### src/rtl/transport_clock.sv
// Master transport for the drum machine: divides audio_tick into swung 16th-note
// advance pulses and provides play/pause/stop control plus step/beat/bar position.
module transport_clock #(
    parameter int SPS_W       = 16,
    parameter int STEPS       = 16,
    parameter int DEFAULT_SPS = 6000,
    parameter int MIN_SPS     = 8
) (
    input  logic                       audio_tick,
    input  logic                       reset,
    input  logic                       cmd_play,
    input  logic                       cmd_stop,
    input  logic [SPS_W-1:0]           sps_in,
    input  logic                       sps_load,
    input  logic [3:0]                 swing,
    output logic                       advance,
    output logic [$clog2(STEPS)-1:0]   step_idx,
    output logic                       beat,
    output logic                       bar_start,
    output logic                       running,
    output logic                       paused
);

    localparam int IDX_W = $clog2(STEPS);
    localparam logic [SPS_W-1:0] DEFAULT_SPS_C = SPS_W'(DEFAULT_SPS);
    localparam logic [SPS_W-1:0] MIN_SPS_C     = SPS_W'(MIN_SPS);

    typedef enum logic [1:0] {
        ST_STOPPED = 2'd0,
        ST_RUNNING = 2'd1,
        ST_PAUSED  = 2'd2
    } state_t;

    state_t             state_r;
    state_t             state_nxt_s;
    logic               start_r;
    logic               first_r;
    logic [SPS_W:0]     cnt_r;
    logic [SPS_W:0]     period_r;
    logic [SPS_W-1:0]   sps_reg_r;
    logic [SPS_W-1:0]   pending_r;
    logic [3:0]         swing_reg_r;
    logic [IDX_W-1:0]   step_idx_r;
    logic               advance_r;
    logic               beat_r;
    logic               bar_start_r;
    logic               running_r;
    logic               paused_r;

    logic               running_s;
    logic               boundary_s;
    logic               apply_s;
    logic [SPS_W-1:0]   sps_eff_s;
    logic [3:0]         swing_eff_s;
    logic [SPS_W+4:0]   prod_s;
    logic [SPS_W-1:0]   off_s;
    logic [IDX_W-1:0]   step_nxt_s;
    logic [SPS_W:0]     period_nxt_s;
    logic [SPS_W-1:0]   sps_clamp_s;

    // Transport next-state; a stop request always beats a simultaneous play
    always_comb begin
        state_nxt_s = state_r;
        case (state_r)
            ST_STOPPED: begin
                if (cmd_stop)      state_nxt_s = ST_STOPPED;
                else if (cmd_play) state_nxt_s = ST_RUNNING;
                else               state_nxt_s = ST_STOPPED;
            end
            ST_RUNNING: begin
                if (cmd_stop) state_nxt_s = ST_PAUSED;
                else          state_nxt_s = ST_RUNNING;
            end
            ST_PAUSED: begin
                if (cmd_stop)      state_nxt_s = ST_STOPPED;
                else if (cmd_play) state_nxt_s = ST_RUNNING;
                else               state_nxt_s = ST_PAUSED;
            end
            default: state_nxt_s = ST_STOPPED;
        endcase
    end

    // Step boundary detection and the period of the step that starts there
    always_comb begin
        running_s  = (state_r == ST_RUNNING);
        boundary_s = running_s && !cmd_stop &&
                     (start_r || (cnt_r == (period_r - (SPS_W+1)'(1))));
        apply_s    = boundary_s || !running_s;
        if (apply_s) begin
            sps_eff_s   = pending_r;
            swing_eff_s = swing;
        end else begin
            sps_eff_s   = sps_reg_r;
            swing_eff_s = swing_reg_r;
        end
        // The new step uses the values being applied at this boundary
        prod_s = (SPS_W+5)'(sps_eff_s) * (SPS_W+5)'(swing_eff_s);
        off_s  = SPS_W'(prod_s >> 5);
        if (first_r) step_nxt_s = '0;
        else         step_nxt_s = step_idx_r + IDX_W'(1);
        if (step_nxt_s[0] == 1'b0) period_nxt_s = {1'b0, sps_eff_s} + {1'b0, off_s};
        else                       period_nxt_s = {1'b0, sps_eff_s} - {1'b0, off_s};
        if (sps_in < MIN_SPS_C) sps_clamp_s = MIN_SPS_C;
        else                    sps_clamp_s = sps_in;
    end

    // Transport state, phase counter, tempo registers and registered outputs
    always_ff @(posedge audio_tick or posedge reset) begin
        if (reset) begin
            state_r     <= ST_STOPPED;
            start_r     <= 1'b0;
            first_r     <= 1'b1;
            cnt_r       <= '0;
            period_r    <= {1'b0, DEFAULT_SPS_C};
            sps_reg_r   <= DEFAULT_SPS_C;
            pending_r   <= DEFAULT_SPS_C;
            swing_reg_r <= 4'd0;
            step_idx_r  <= '0;
            advance_r   <= 1'b0;
            beat_r      <= 1'b0;
            bar_start_r <= 1'b0;
            running_r   <= 1'b0;
            paused_r    <= 1'b0;
        end else begin
            state_r     <= state_nxt_s;
            start_r     <= (state_nxt_s == ST_RUNNING) && !running_s;
            advance_r   <= boundary_s;
            beat_r      <= boundary_s && (step_nxt_s[1:0] == 2'b00);
            bar_start_r <= boundary_s && (step_nxt_s == '0);
            running_r   <= (state_nxt_s == ST_RUNNING);
            paused_r    <= (state_nxt_s == ST_PAUSED);
            if (sps_load) pending_r <= sps_clamp_s;
            if (apply_s) begin
                sps_reg_r   <= pending_r;
                swing_reg_r <= swing;
            end
            if (boundary_s) begin
                step_idx_r <= step_nxt_s;
                first_r    <= 1'b0;
                cnt_r      <= '0;
                period_r   <= period_nxt_s;
            end else if ((state_r == ST_PAUSED) && cmd_stop) begin
                step_idx_r <= '0;
                first_r    <= 1'b1;
                cnt_r      <= '0;
            end else if (running_s && !cmd_stop) begin
                cnt_r <= cnt_r + (SPS_W+1)'(1);
            end
        end
    end

    assign advance   = advance_r;
    assign step_idx  = step_idx_r;
    assign beat      = beat_r;
    assign bar_start = bar_start_r;
    assign running   = running_r;
    assign paused    = paused_r;

endmodule

### config.mk
export PLATFORM = sky130hd
export DESIGN_NAME = transport_clock
export DESIGN_NICKNAME = d
export VERILOG_FILES = /design/src/rtl/transport_clock.sv
export SDC_FILE = /design/constraint.sdc
export NUM_CORES = 1
export LEC_CHECK = 0
export BUFFER_PORTS_ARGS = -buffer_cell sky130_fd_sc_hd__buf_2
export CORE_AREA = 2 2 121 123
export DETAILED_ROUTE_END_ITERATION = 16
export DIE_AREA = 0 0 123 125
export GPL_ROUTABILITY_DRIVEN = 0
export PLACE_DENSITY = 0.69
export SLEW_MARGIN = 10
export SYNTH_ARGS = -nofsm -noshare
export SYNTH_HDL_FRONTEND = slang
export SYNTH_SLANG_ARGS = --single-unit
### constraint.sdc
create_clock -name audio_tick -period 13.45 [get_ports audio_tick]
set_clock_uncertainty 0.15 [all_clocks]
set_input_delay 2.69 -clock audio_tick [delete_from_list [all_inputs] [get_ports audio_tick]]
set_output_delay 2.69 -clock audio_tick [all_outputs]
set_load 0.05 [all_outputs]
==> impl_metrics.env, run 1 <==
export IMPL_netlist_area_leader_share_pct=20.9
export IMPL_worstPathMaxFanout=22
export IMPL_p_per_area_nw_per_um2=249
export IMPL_ant_nets=0
export IMPL_hold_buffers=0
export IMPL_syn2layout_area_growth_pct=8.55
export IMPL_overflow=0
export IMPL_vias_per_cell=5.55
export IMPL_wl_per_cell_um=15.1
export IMPL_syn_num_nets=945
export IMPL_tns_ns=0
export IMPL_timing_final_crit_share_pct=81.7
export IMPL_die_width_um=123
export IMPL_crit_type="input port to register"
export IMPL_cts_tree="built"
export IMPL_rsz0062_at_grt="false"
export IMPL_ys_seq_area_share_pct=28.8
export IMPL_start_util_pct=51.5
export IMPL_layout_drive_gt1_share_pct=13.3
export IMPL_clockRootBuffer="clkbuf_16"
export IMPL_cp_data_required_time_ns=13.51
export IMPL_numCtsBuffers=9
export IMPL_synth_distinct_cells=78
export IMPL_slew_headroom_pct=23.9
export IMPL_drt_pass1_iter_count=5
export IMPL_grt_max_degree=49
export IMPL_arrival_ns=11.05
export IMPL_num_antenna_cells=0
export IMPL_status="complete, no violations"
export IMPL_routed_wl_um=16000
export IMPL_clockBufferDepth=2
export IMPL_layout_nets=967
export IMPL_die_area_sq_um=15400
export IMPL_synth_ff_latch_count=83
export IMPL_port_buffers=33
export IMPL_synth_cells=851
export IMPL_rows=44
export IMPL_grt_pass1_wl_um=27700
export IMPL_path_clk_slew_ns=0.06
export IMPL_post_cts_buffers=0
export IMPL_slew_violations=0
export IMPL_clkSinkCount=83
export IMPL_track_usage_pct=22.3
export IMPL_yosys_warnings=0
export IMPL_nFillCells=1275
export IMPL_hold_path_class="register to register"
export IMPL_vdd_drop_max_mv=0.136
export IMPL_die_h_um=125
export IMPL_slowest_delay_ns=0.96
export IMPL_synth_area_sq_um=7320
export IMPL_worst_pin_slew_ns=1.11
export IMPL_layout_min_cycle_time_ns=10.99
export IMPL_synth_flop_cell="dfrtp_1"
export IMPL_endpoint_kind="register"
export IMPL_post_route_drc_count=0
export IMPL_clock_latency_ns=0.34
export IMPL_synth_area_leaders="dfrtp_1, dfstp_2, fa_1, ha_1, nor2_1"
export IMPL_core_area_sq_um=14200
export IMPL_leakage_nw=3.86
export IMPL_synthArstFlopShare_pct=100
export IMPL_first_iter_violations=400
export IMPL_synth_top_area_cell="dfrtp_1"
export IMPL_grt_pass1_vias=5727
export IMPL_cpMaxStageDelayCell="mux2i_1"
export IMPL_h_tree_depth=3
export IMPL_cts_resized=0
export IMPL_synth_enable_flop_cells=0
export IMPL_drv_cap=0
export IMPL_crit_top_cell="inv_1"
export IMPL_antenna_found_initial=0
export IMPL_setup_viol=0
export IMPL_placed_cell_area_sq_um=7650
export IMPL_final_area_sq_um=7940
export IMPL_startpoint_type="input port"
export IMPL_dp_hpwl_um=12500
export IMPL_crit_family="compound AO/OA/AOI/OAI gates"
export IMPL_num_io_pins=34
export IMPL_crit_buf_inv=7
export IMPL_hold_viol_final=0
export IMPL_fmax_ghz=0.0910
export IMPL_synth_avg_cell_area_sq_um=8.60
export IMPL_hold_slack_ns=0.364
export IMPL_vias=5897
-- cell usage in the layout, fill, tap and decap left out, drive strengths merged, types with 9 or more instances in the layout --
cell | synthesis | layout
nor2 | 107 | 107
a21oi | 26 | 26
or3 | 9 | 9
fa | 28 | 28
nand2 | 75 | 75
xor2 | 36 | 36
mux2i | 22 | 22
dfstp | 22 | 22
nor3 | 18 | 18
inv | 100 | 99
mux2 | 17 | 17
dfrtp | 61 | 61
o21ai | 36 | 36
buf | 5 | 38
ha | 41 | 41
clkbuf | 22 | 12
xnor2 | 35 | 35
o31ai | 9 | 9
nand3 | 23 | 23
and3 | 12 | 12
nand2b | 15 | 15
a21o | 10 | 10
-- synth_stat cells, drive strengths merged, types with 10 or more instances --
master / number
a21oi: 26
xor2: 36
nand3: 23
mux2i: 22
fa: 28
o21ai: 36
a21o: 10
mux2: 17
inv: 100
xnor2: 35
nand2: 75
dfrtp: 61
clkbuf: 22
ha: 41
and3: 12
nor2: 107
nand2b: 15
dfstp: 22
nor3: 18
-- state kept, by name, summed over array words and instances, names as in the netlist, 2 cells and up --
register     flops
cnt_r           17
pending_r       16
period_r        17
sps_reg_r       16
state_r          2
step_idx         4
swing_reg_r      4
-- final timing paths --
path,from,to,slack [ns],cells past startpoint
max in group asynchronous,reset,period_r[13],9.90,3
setup / recovery,cmd_stop,period_r[16],2.46,38
min in group asynchronous,reset,pending_r[0],2.24,2
setup reg to reg,period_r[0],period_r[16],2.56,42
hold / removal,pending_r[14],pending_r[14],0.36,1
hold reg to reg,pending_r[14],pending_r[14],0.36,1
-- report_power, final --
group | internal, mW | switching (mW)
Clock | 0.144 | 0.101
Sequential | 0.304 | 0.0516
Combinational | 0.599 | 0.782
-- final cells by class --
cell class	count	area, sq um	area share (%)
multi-input combinational	641	4740	59.7
sequential	83	2100	26.5
inverter	100	377	4.74
clock buffer	12	236	2.98
tap	184	230	2.90
timing repair buffer	38	203	2.55
clock inverter	4	51.3	0.646
-- metrics by stage --
stage | setup WS, ns | util, % | instances | total power, mW
detailed placement | 2.15 | 53.9 | 1046 | 1.74
finish | 2.46 | 55.9 | 1062 | 1.98
global route | 1.83 | 55.9 | 1062 | 2.20
global placement | 2.44 | 53.9 | 1046 | 1.71
CTS | 2.48 | 55.9 | 1062 | 1.99
floorplan | 2.80 | - | 851 | 1.48
-- worst reg2reg max path: cells and delay by family (launching register included) --
kind | cells | cell delay (ns)
adders and majority gates | 6 | 2.22
DFF | 1 | 0.46
muxes | 2 | 1.24
and+or+nand+nor | 11 | 2.43
buffers and inverters | 6 | 0.86
xor gates and xnor gates | 5 | 0.79
AOI/OAI and AO/OA | 12 | 2.61
-- per-layer routing --
metal | global-route usage, % | wire length (um)
met1 | 32.2 | 7940
met4 | 5.41 | 208
met2 | 35.6 | 7410
met5 | 0 | 0
met3 | 2.78 | 430
-- cells by family after synthesis --
logic type                 count (synthesis)  share of synthesized area [%]
and+or+nand+nor                          304                           20.1
AOI/OAI and AO/OA                        158                           15.7
buffers and inverters                    127                           6.69
DFF                                       83                           28.8
xor gates and xnor gates                  71                           8.50
adders and majority gates                 69                           14.7
muxes                                     39                           5.63
No activity file was read; power rests on OpenSTA's default activity.
==> run 2: changes to the inputs <==
clock period = 11.1 ns   (was 13.45 ns; I/O delays follow)
==> impl_metrics.env, run 2 (same netlist as run 1, synthesis figures left out) <==
export IMPL_clock_latency_ns=0.35
export IMPL_num_io_pins=34
export IMPL_r2r_cells=43
export IMPL_clockBufferDepth=2
export IMPL_post_route_drc_count=0
export IMPL_p_per_area_nw_per_um2=303
export IMPL_routed_wl_um=16000
export IMPL_cts_resized=0
export IMPL_placedCellCount=1048
export IMPL_path_depth=43
export IMPL_vias_per_cell=5.53
export IMPL_setup_viol=0
export IMPL_numCtsBuffers=9
export IMPL_cp_data_required_time_ns=11.17
export IMPL_overflow=0
export IMPL_arrival_ns=10.24
export IMPL_tns_ns=0
export IMPL_timing_rr_end="period_r[16]"
export IMPL_cpMaxStageDelayCell="nor4b_1"
export IMPL_placed_cell_area_sq_um=7670
export IMPL_die_h_um=125
export IMPL_die_area_sq_um=15400
export IMPL_nFillCells=1313
export IMPL_cts_tree="built"
export IMPL_layout_commonest_cell="nor2_1"
export IMPL_dp_hpwl_um=12500
export IMPL_hold_buffers=0
export IMPL_reg_top3="cnt_r (17), period_r (17)"
export IMPL_vdd_drop_max_mv=0.195
export IMPL_hold_path_class="register to register"
export IMPL_rsz0062_at_grt="false"
export IMPL_hold_viol_final=0
export IMPL_final_area_sq_um=7970
export IMPL_instances_no_fill=1064
export IMPL_startpoint="period_r[0]"
export IMPL_layout_nets=969
export IMPL_layout_drive_gt1_share_pct=13.9
export IMPL_critPathCapture="period_r[16]"
export IMPL_endpoint_kind="register"
export IMPL_status="complete, no violations"
export IMPL_slew_headroom_pct=52.4
export IMPL_layout_min_cycle_time_ns=10.17
export IMPL_seq_area_sq_um=2100
export IMPL_fmax_ghz=0.0984
export IMPL_worstPathMaxFanout=15
export IMPL_crit_type="register to register"
export IMPL_leakage_nw=3.88
export IMPL_grt_max_degree=50
export IMPL_r2r_start="period_r[0]"
export IMPL_die_width_um=123
export IMPL_syn2layout_area_growth_pct=8.96
export IMPL_worst_pin_slew_ns=0.712
export IMPL_startpoint_type="register"
export IMPL_crit_top_cell="inv_1"
export IMPL_multiInputGateArea_sq_um=4740
export IMPL_final_cell_mix="nor2_1, inv_1, nand2_1"
export IMPL_ant_nets=0
export IMPL_timing_final_crit_share_pct=91.6
export IMPL_h_tree_depth=3
export IMPL_clkSinkCount=83
export IMPL_rows=44
export IMPL_slew_violations=0
export IMPL_post_cts_buffers=0
export IMPL_grt_pass1_wl_um=28000
export IMPL_slowest_delay_ns=0.61
export IMPL_crit_family="compound AO/OA/AOI/OAI gates"
export IMPL_reg2reg_slack_ns=0.93
export IMPL_crit_buf_inv=7
export IMPL_vias=5882
export IMPL_drt_pass1_iter_count=5
export IMPL_num_antenna_cells=0
export IMPL_wl_per_cell_um=15.0
export IMPL_first_iter_violations=390
export IMPL_grt_pass1_vias=5769
export IMPL_postLayoutCoreUtil_pct=56.1
export IMPL_path_clk_slew_ns=0.06
export IMPL_port_buffers=33
export IMPL_clockRootBuffer="clkbuf_16"
export IMPL_drv_cap=0
export IMPL_antenna_found_initial=0
export IMPL_core_area_sq_um=14200
export IMPL_track_usage_pct=22.8
export IMPL_start_util_pct=51.5
export IMPL_whs_path_depth=1
-- run 2: cell count changes in the layout (fill, tap and decap cells not counted), sizes merged --
cell	previous run	this run
clkbuf	12	9
buf	38	40
clkinv	3	5
inv	99	100
-- run 2: worst register-to-register path: cells and delay by family (launching register included) --
family / cells / cell delay [ns]
mux: 2 / 0.49
flops: 1 / 0.45
xor+xnor: 5 / 0.74
compound gates: 12 / 2.84
simple gates: 11 / 2.16
buf+inv: 7 / 1.00
fa+ha+maj: 6 / 2.20
-- run 2: metrics by stage --
stage | worst slack (ns) | power, mW | hold slack [ns]
after floorplan | 0.924 | 1.80 | 0.326
after global placement | 0.964 | 2.09 | 0.345
after detailed placement | 0.850 | 2.10 | 0.351
after CTS | 0.923 | 2.42 | 0.365
after global routing | 0.128 | 2.68 | 0.383
final | 0.934 | 2.41 | 0.362
-- run 2: area by class of cell --
| class | instances | share of cell area [%] |
|---|---|---|
| repair buffers | 40 | 2.73 |
| well taps | 184 | 2.89 |
| inverters | 100 | 4.72 |
| clock buffers | 9 | 2.83 |
| multi-input cells | 641 | 59.5 |
| flip-flops and latches | 83 | 26.4 |
| clock inverters | 7 | 0.973 |
-- run 2: layer usage --
metal | share of wire (%) | global-route usage (%)
met5 | 0 | 0
met4 | 1.9 | 7.22
met3 | 2.9 | 4.29
met2 | 46 | 35.4
met1 | 50 | 32.2
-- run 2: worst min path at each step --
| stage | startpoint | to | slack [ns] |
|---|---|---|---|
| 6_report | pending_r[7] | pending_r[7] | 0.36 |
| 5_1_grt | pending_r[11] | pending_r[11] | 0.38 |
| 4_1_cts | pending_r[7] | pending_r[7] | 0.37 |
| 3_5_place_dp | pending_r[7] | pending_r[7] | 0.35 |
| 3_3_place_gp | pending_r[15] | pending_r[15] | 0.35 |
| 2_1_floorplan | period_r[16] | period_r[16] | 0.33 |
-- run 2: power by group --
| part | switching, mW | internal, mW |
|---|---|---|
| Clock | 0.128 | 0.176 |
| Combinational | 0.948 | 0.729 |
| Sequential | 0.0630 | 0.368 |
==> run 3: changes to the inputs <==
MAX_ROUTING_LAYER = met4   (was not set)
==> impl_metrics.env, run 3 (same netlist as run 1, synthesis figures left out) <==
export IMPL_worstPathMaxFanout=15
export IMPL_ant_nets=0
export IMPL_use_met2_pct=35.4
export IMPL_placedCellCount=1048
export IMPL_routed_wl_um=16000
export IMPL_drv_cap=0
export IMPL_fmax_ghz=0.0983
export IMPL_numCtsBuffers=9
export IMPL_dp_hpwl_um=12500
export IMPL_grt_pass1_vias=5769
export IMPL_port_buffers=33
export IMPL_die_h_um=125
export IMPL_reg2reg_slack_ns=0.93
export IMPL_clkSinkCount=83
export IMPL_layout_nets=969
export IMPL_startpoint_type="register"
export IMPL_crit_top_cell="inv_1"
export IMPL_path_clk_slew_ns=0.06
export IMPL_hold_path_class="register to register"
export IMPL_core_area_sq_um=14200
export IMPL_slowest_delay_ns=0.61
export IMPL_wl_per_cell_um=15.0
export IMPL_vdd_drop_max_mv=0.196
export IMPL_die_width_um=123
export IMPL_vias=5872
export IMPL_rows=44
export IMPL_setup_viol=0
export IMPL_final_cell_mix="nor2_1, inv_1, nand2_1"
export IMPL_grt_pass1_wl_um=28000
export IMPL_drt_pass1_iter_count=5
export IMPL_cpMaxStageDelayCell="nor4b_1"
export IMPL_vias_per_cell=5.52
export IMPL_first_iter_violations=376
export IMPL_h_tree_depth=3
export IMPL_rsz0062_at_grt="false"
export IMPL_grt_use_met1_pct=32.1
export IMPL_busiest_layer="met2"
export IMPL_p_per_area_nw_per_um2=303
export IMPL_layout_commonest_cell="nor2_1"
export IMPL_hold_viol_final=0
export IMPL_grt_use_met3_pct=4.29
export IMPL_arrival_ns=10.25
export IMPL_worst_pin_slew_ns=0.711
export IMPL_die_area_sq_um=15400
export IMPL_slew_violations=0
export IMPL_post_route_drc_count=0
export IMPL_grt_max_degree=50
export IMPL_clockBufferDepth=2
export IMPL_num_io_pins=34
export IMPL_reg_top3="cnt_r (17), period_r (17)"
export IMPL_status="complete, no violations"
export IMPL_cp_data_required_time_ns=11.17
export IMPL_syn2layout_area_growth_pct=8.96
export IMPL_instances_no_fill=1064
export IMPL_postLayoutCoreUtil_pct=56.1
export IMPL_crit_type="register to register"
export IMPL_clock_latency_ns=0.35
export IMPL_cts_tree="built"
export IMPL_hold_buffers=0
export IMPL_post_cts_buffers=0
export IMPL_endpoint_kind="register"
export IMPL_layout_min_cycle_time_ns=10.17
export IMPL_num_antenna_cells=0
export IMPL_tns_ns=0
export IMPL_leakage_nw=3.88
export IMPL_layout_drive_gt1_share_pct=13.9
export IMPL_antenna_found_initial=0
export IMPL_track_usage_pct=23.4
export IMPL_overflow=0
export IMPL_clockRootBuffer="clkbuf_16"
export IMPL_slew_headroom_pct=52.5
export IMPL_timing_final_crit_share_pct=91.6
export IMPL_start_util_pct=51.5
export IMPL_cts_resized=0
[run 3: worst paths after layout]
path / cells past startpoint / to / start
min in group asynchronous: 2 / pending_r[0] / reset
max: 43 / period_r[16] / period_r[0]
max in group asynchronous: 3 / cnt_r[8] / reset
min reg2reg: 1 / pending_r[7] / pending_r[7]
min: 1 / pending_r[7] / pending_r[7]
max reg2reg: 43 / period_r[16] / period_r[0]
[run 3: area by class of cell]
type	instances	area, sq um
clock buffers	9	225
clock inverters	7	77.6
fillers	1313	6230
inverters	100	377
multi-input cells	641	4740
flip-flops and latches	83	2100
well taps	184	230
repair buffers	40	218
[run 3: where the power goes]
part | internal [mW] | switching, mW | leakage [nW]
sequential | 0.368 | 0.0632 | 1.02
combinational | 0.730 | 0.950 | 2.71
clock | 0.176 | 0.128 | 0.146
total | 1.27 | 1.14 | 3.88
[run 3: metrics by stage]
stage | worst slack, ns | power (mW) | hold slack (ns) | instance area, sq um
floorplan | 0.924 | 1.80 | 0.326 | 7320
global placement | 0.964 | 2.09 | 0.345 | 7670
detailed placement | 0.850 | 2.10 | 0.351 | 7670
CTS | 0.923 | 2.42 | 0.365 | 7970
global route | 0.133 | 2.68 | 0.383 | 7970
finish | 0.928 | 2.41 | 0.361 | 7970
[run 3: worst max-delay path: cells and delay by family, from the launching register on]
kind	cells	cell delay (ns)
adder cells (fa/ha/maj)	6	2.19
buffers and inverters	7	1.00
multiplexers	2	0.49
flip-flops	1	0.45
AND/OR/NAND/NOR	11	2.15
XOR/XNOR	5	0.74
AO/OA/AOI/OAI	12	2.83
[run 3: layer usage]
metal | vias to the layer above | routed length [um]
li1 | 2954 | -
met1 | 2813 | 7930
met2 | 82 | 7250
met3 | 23 | 465
met4 | 0 | 311
met5 | - | 0
